**config.mk**
```make
export PLATFORM = sky130hd
export DESIGN_NAME = reg_file_sb
export DESIGN_NICKNAME = d
export VERILOG_FILES = /design/src/rtl/cpu_pkg.sv /design/src/rtl/reg_file_rd_port.sv /design/src/rtl/reg_file_sb.sv
export SDC_FILE = /design/constraint.sdc
export NUM_CORES = 1
export LEC_CHECK = 0
export BUFFER_PORTS_ARGS = -buffer_cell sky130_fd_sc_hd__buf_4
export CELL_PAD_IN_SITES_DETAIL_PLACEMENT = 1
export CELL_PAD_IN_SITES_GLOBAL_PLACEMENT = 1
export CORE_MARGIN = 2
export CORE_UTILIZATION = 35
export CTS_CLUSTER_SIZE = 25
export DETAILED_ROUTE_END_ITERATION = 8
export PLACE_DENSITY = 0.62
export SETUP_SLACK_MARGIN = 0.4
export SYNTH_ARGS = -nofsm -noshare
export SYNTH_HDL_FRONTEND = slang
export SYNTH_SLANG_ARGS = --single-unit
```
**constraint.sdc**
```tcl
create_clock -name clk -period 3.7 [get_ports clk]
set_clock_uncertainty 0.1 [all_clocks]
set_input_delay 0.74 -clock clk [delete_from_list [all_inputs] [get_ports clk]]
set_output_delay 0.74 -clock clk [all_outputs]
set_load 0.01 [all_outputs]
```
**src/rtl/cpu_pkg.sv**
```systemverilog
// Shared CPU datapath types: default register geometry and register index type.
// Constant-only package; no logic, latency or flow control.
package cpu_pkg;
    localparam int DEF_DATA_W = 16;
    localparam int DEF_ADDR_W = 3;

    typedef logic [DEF_ADDR_W-1:0] reg_idx_t;

    localparam reg_idx_t ZERO_IDX = '0;
endpackage

```
**src/rtl/reg_file_rd_port.sv**
```systemverilog
// One register file read port: zero-register, writeback bypass and busy resolution.
// Purely combinational (zero latency); no backpressure, output forced to 0/not-busy during reset.
module reg_file_rd_port
    import cpu_pkg::*;
#(
    parameter int DATA_W   = DEF_DATA_W,
    parameter int ADDR_W   = DEF_ADDR_W,
    parameter int ZERO_REG = 1
) (
    input  logic              reset,
    input  logic [ADDR_W-1:0] addr,
    input  logic              wr_en,
    input  logic [ADDR_W-1:0] wr_addr,
    input  logic [DATA_W-1:0] wr_data,
    input  logic [DATA_W-1:0] reg_data,
    input  logic              reg_pending,
    output logic [DATA_W-1:0] data,
    output logic              busy
);

    logic is_zero;
    assign is_zero = (ZERO_REG != 0) && (addr == ADDR_W'(ZERO_IDX));

    // A same-cycle writeback to this index is the freshest value and clears busy.
    always_comb begin
        data = '0;
        busy = 1'b0;
        if (!reset && !is_zero) begin
            if (wr_en && (wr_addr == addr)) begin
                data = wr_data;
            end else begin
                data = reg_data;
                busy = reg_pending;
            end
        end
    end

endmodule

```
**src/rtl/reg_file_sb.sv**
```systemverilog
// Multi-port register file with write-to-read bypass and pending-write scoreboard.
// Reads combinational, writes/reservations land on the next edge; never stalls (no backpressure).
module reg_file_sb
    import cpu_pkg::*;
#(
    parameter int DATA_W   = DEF_DATA_W,
    parameter int ADDR_W   = DEF_ADDR_W,
    parameter int NUM_RD   = 2,
    parameter int ZERO_REG = 1
) (
    input  logic                     clk,
    input  logic                     reset,
    input  logic                     wr_en,
    input  logic [ADDR_W-1:0]        wr_addr,
    input  logic [DATA_W-1:0]        wr_data,
    input  logic                     rsv_en,
    input  logic [ADDR_W-1:0]        rsv_addr,
    input  logic [NUM_RD*ADDR_W-1:0] rd_addr,
    output logic [NUM_RD*DATA_W-1:0] rd_data,
    output logic [NUM_RD-1:0]        rd_busy,
    output logic [2**ADDR_W-1:0]     pending,
    output logic                     rsv_err
);

    localparam int DEPTH = 2**ADDR_W;

    logic [DATA_W-1:0] regs [DEPTH];
    logic [DEPTH-1:0]  pend;
    logic [DEPTH-1:0]  pend_nxt;
    logic              wr_ok;
    logic              rsv_ok;
    logic              rsv_hit;

    assign wr_ok  = wr_en  && !((ZERO_REG != 0) && (wr_addr  == ADDR_W'(ZERO_IDX)));
    assign rsv_ok = rsv_en && !((ZERO_REG != 0) && (rsv_addr == ADDR_W'(ZERO_IDX)));

    // A writeback to the same index retires the old reservation, so re-reserving it is legal.
    assign rsv_hit = rsv_ok && pend[rsv_addr] && !(wr_ok && (wr_addr == rsv_addr));

    // Reservation is applied after the clear so a same-cycle issue keeps the bit set.
    always_comb begin
        pend_nxt = pend;
        if (wr_ok) begin
            pend_nxt[wr_addr] = 1'b0;
        end
        if (rsv_ok) begin
            pend_nxt[rsv_addr] = 1'b1;
        end
    end

    always_ff @(posedge clk) begin
        if (reset) begin
            for (int i = 0; i < DEPTH; i++) begin
                regs[i] <= '0;
            end
            pend    <= '0;
            rsv_err <= 1'b0;
        end else begin
            if (wr_ok) begin
                regs[wr_addr] <= wr_data;
            end
            pend    <= pend_nxt;
            rsv_err <= rsv_hit;
        end
    end

    assign pending = pend;

    for (genvar p = 0; p < NUM_RD; p++) begin : g_rd
        logic [ADDR_W-1:0] addr;
        assign addr = rd_addr[p*ADDR_W +: ADDR_W];

        reg_file_rd_port #(
            .DATA_W  (DATA_W),
            .ADDR_W  (ADDR_W),
            .ZERO_REG(ZERO_REG)
        ) u_rd_port (
            .reset      (reset),
            .addr       (addr),
            .wr_en      (wr_en),
            .wr_addr    (wr_addr),
            .wr_data    (wr_data),
            .reg_data   (regs[addr]),
            .reg_pending(pend[addr]),
            .data       (rd_data[p*DATA_W +: DATA_W]),
            .busy       (rd_busy[p])
        );
    end

endmodule

```
==> metrics.txt <==
headroom to the max-slew limit 0.411; critical path's largest stage delay 0.53 ns; power density relative to cell area 457 nW/um^2; cell at the root of the clock tree sky130_fd_sc_hd__clkbuf_16; Max-cap violations 0; sort of element at the end of the critical path output port; initial DRC count 353; unique cell type count in the Yosys netlist 43; design area 9610 sq um; Nets 723; Synth Cell Area 8060 sq um; via count of the first global-routing pass 5953; sequential element share of the synthesized area 0.499; DRC Markers 0; prevailing post-synth register cell sky130_fd_sc_hd__edfxtp_1; worst reg2reg path endpoint rsv_err$_SDFF_PP0_; CORE AREA 22600 sq um; post-detailed-placement cell area 8960 sq um; horizontal die dimension 156 um; Leakage Power 3.56 nW; register clock-pin slew on the reported worst setup and hold paths 0.06 ns; Cell Chain, Critical Path buf_4, buf_4, mux4_2, a211oi_1, nor3_1, buf_4; crit path max-delay cell type sky130_fd_sc_hd__mux4_2; Clock Latency Late Sink 0.43 ns; met3 WL post-DR 1230 um; critical setup path kind input port to output port; total I/O pin count 75; clk sink count 137; Detail Route met2 WL 12600 um; area delta synth->final 19.2%; worst-path maximum fanout 10; highest attainable clock frequency 310 MHz; # placed instances 957; hold path depth 1; clock tree from TritonCTS done; antenna cell count 0; worst hold path type flop to flop; via total after detailed routing 5553; wire length the detailed router placed on met1 11400 um; Peak supply drop 0.315 mV; FF-to-FF Start pending[2]$_SDFF_PP0_; sum of net half-perimeters after detailed placement 17700 um; number of standard cells after synthesis 605; time the worst path needs with I/O delays and setup 3.23 ns; max-slew violation count 0; count of flip-flops with a built-in enable after synthesis 128; FF+latch count, synth 137; critical path data required time 2.86 ns; CP arrival 2.39 ns; R2R Setup Slk 2.39 ns; instance count on the critical path 6; Die Span Y 156 um; post-synthesis async set-or-reset flop share 0; Critical Path Start rd_addr[3]; final hold violation count 0; antenna violations before repair 1; standard-cell rows 55; global route overflow 0; deepest level of the CTS H-tree 4; kind of cell adding the most delay to the critical path buffers and inverters; Syn Area/Cell 13.3 sq um; number of cells traversed by the worst register-to-register path 3; Routed wire per std cell 26.0 um; capturing element of the worst setup path rd_data[27]; aggregate routed wire length 25700 um; antenna-violating nets left 0; largest net degree at the start of global routing 26; highest metal layer with signal wires met4; Avg Vias per Cell 5.61; number of I/O port buffers 74; first drt pass iteration count 5; total die area 24300 sq um; fraction of final layout cells with drive strength greater than 1 0.335; global-route wire length before repair 38700 um; RSZ-0062 raised after global routing true; Num CTS Buffers 17; final standard cell count with taps included and fillers excluded 989; post-CTS setup-driven buffer insertion count 0; worst slew pin tran 0.882 ns; initial cell density of the core 0.356; Critical path buffers and inverters 3; most frequent cell on the critical path sky130_fd_sc_hd__buf_4; Worst setup SP type input port; final worst path period share 0.872; Setup violations, final 0; setup total negative slack 0 ns; total routing usage reported by global routing 0.221; outcome finished clean; overall power consumption 0.00439 W; Max Buffers Root-to-Sink 2; Synth Warn # 0; GP Congestion 0.866
[layer usage]
metal / vias to the layer above / GRT usage
met5: - / 0
met3: 33 / 0.0461
met1: 2933 / 0.296
met4: 0 / 0.0673
li1: 2445 / -
met2: 142 / 0.363
[cells in the mapped netlist, types with 3 or more instances]
| library cell | instances | area, sq um |
|---|---|---|
| sky130_fd_sc_hd__a211oi_1 | 16 | 120 |
| sky130_fd_sc_hd__a211oi_2 | 18 | 225 |
| sky130_fd_sc_hd__and2_1 | 112 | 701 |
| sky130_fd_sc_hd__buf_2 | 18 | 90.1 |
| sky130_fd_sc_hd__buf_4 | 6 | 45.0 |
| sky130_fd_sc_hd__buf_6 | 14 | 158 |
| sky130_fd_sc_hd__clkbuf_1 | 9 | 33.8 |
| sky130_fd_sc_hd__clkbuf_2 | 3 | 15.0 |
| sky130_fd_sc_hd__dfxtp_1 | 9 | 180 |
| sky130_fd_sc_hd__edfxtp_1 | 128 | 3840 |
| sky130_fd_sc_hd__inv_1 | 11 | 41.3 |
| sky130_fd_sc_hd__mux2i_1 | 65 | 651 |
| sky130_fd_sc_hd__mux4_2 | 39 | 878 |
| sky130_fd_sc_hd__nand2_1 | 3 | 11.3 |
| sky130_fd_sc_hd__nor2_1 | 34 | 128 |
| sky130_fd_sc_hd__nor2_2 | 3 | 18.8 |
| sky130_fd_sc_hd__nor2b_1 | 5 | 31.3 |
| sky130_fd_sc_hd__nor3_1 | 14 | 70.1 |
| sky130_fd_sc_hd__nor3_2 | 22 | 220 |
| sky130_fd_sc_hd__o21ai_0 | 7 | 35.0 |
| sky130_fd_sc_hd__o22ai_1 | 29 | 181 |
| sky130_fd_sc_hd__o32ai_1 | 4 | 35.0 |
| sky130_fd_sc_hd__xnor2_1 | 4 | 35.0 |
[sequential cells by signal, indices dropped and copies added, names as in the netlist]
register	flops
regs	128
pending	8
rsv_err	1
[cell type report]
cell class                      count  area (sq um)
Tap cell                          285           357
Clock inverter                     13           201
Multi-Input combinational cell    420          3720
Clock buffer                       19           433
Inverter                           11          41.3
Fill cell                        2316         13000
Timing Repair Buffer              104           831
Sequential cell                   137          4020
[stage by stage]
step / hold WS [ns] / utilization / setup slack (ns)
floorplan: 0.404 / - / 0.859
global placement: 0.390 / 0.396 / 0.458
detailed placement: 0.402 / 0.396 / 0.423
CTS: 0.410 / 0.424 / 0.437
global route: 0.431 / 0.424 / 0.346
finish: 0.408 / 0.424 / 0.473
[how the worst min path moves through the flow]
| stage | start | to | slack [ns] |
|---|---|---|---|
| floorplan | pending[7]$_SDFF_PP0_ | pending[7]$_SDFF_PP0_ | 0.40 |
| global placement | pending[0]$_SDFF_PP0_ | pending[0]$_SDFF_PP0_ | 0.39 |
| detailed placement | pending[0]$_SDFF_PP0_ | pending[0]$_SDFF_PP0_ | 0.40 |
| CTS | pending[0]$_SDFF_PP0_ | pending[0]$_SDFF_PP0_ | 0.41 |
| global route | pending[0]$_SDFF_PP0_ | pending[0]$_SDFF_PP0_ | 0.43 |
| finish | pending[0]$_SDFF_PP0_ | pending[0]$_SDFF_PP0_ | 0.41 |
[where the power goes]
| part | internal [W] | switching [W] |
|---|---|---|
| Combinational | 0.000291 | 0.000381 |
| Clock | 0.00119 | 0.000670 |
| Sequential | 0.00180 | 0.0000572 |
[layout by cell type (no fill, tap or decap), types with 3 or more instances in the layout]
cell type,netlist,final
sky130_fd_sc_hd__clkinvlp_4,0,4
sky130_fd_sc_hd__nor2_1,34,34
sky130_fd_sc_hd__nand2_1,3,3
sky130_fd_sc_hd__clkbuf_16,0,17
sky130_fd_sc_hd__inv_1,11,11
sky130_fd_sc_hd__buf_12,0,4
sky130_fd_sc_hd__o22ai_1,29,29
sky130_fd_sc_hd__nor3_1,14,13
sky130_fd_sc_hd__bufinv_16,0,5
sky130_fd_sc_hd__mux2i_1,65,65
sky130_fd_sc_hd__dfxtp_1,9,9
sky130_fd_sc_hd__a211oi_2,18,19
sky130_fd_sc_hd__o21ai_0,7,4
sky130_fd_sc_hd__a211oi_1,16,15
sky130_fd_sc_hd__mux4_2,39,39
sky130_fd_sc_hd__nor2_2,3,3
sky130_fd_sc_hd__and2_1,112,112
sky130_fd_sc_hd__o32ai_1,4,4
sky130_fd_sc_hd__o21ai_2,0,3
sky130_fd_sc_hd__conb_1,1,16
sky130_fd_sc_hd__buf_4,6,100
sky130_fd_sc_hd__edfxtp_1,128,128
sky130_fd_sc_hd__nor3_2,22,23
sky130_fd_sc_hd__xnor2_1,4,4
sky130_fd_sc_hd__nor2b_1,5,5
[logic make-up after synthesis]
family,after synthesis,share of synthesized area
AO/OA/AOI/OAI,84,0.0858
buffers and inverters,63,0.0512
flip-flops,137,0.499
AND/OR/NAND/NOR,208,0.163
other,1,0.000465
XOR/XNOR,8,0.0106
multiplexers,104,0.190
[what timing repair did]
item	4_1_cts	5_1_grt
hold buffers	0	0
endpoints found under the setup margin	0	8
gates resized for setup	0	3
Note: power is estimated with default switching activity, not from simulation.
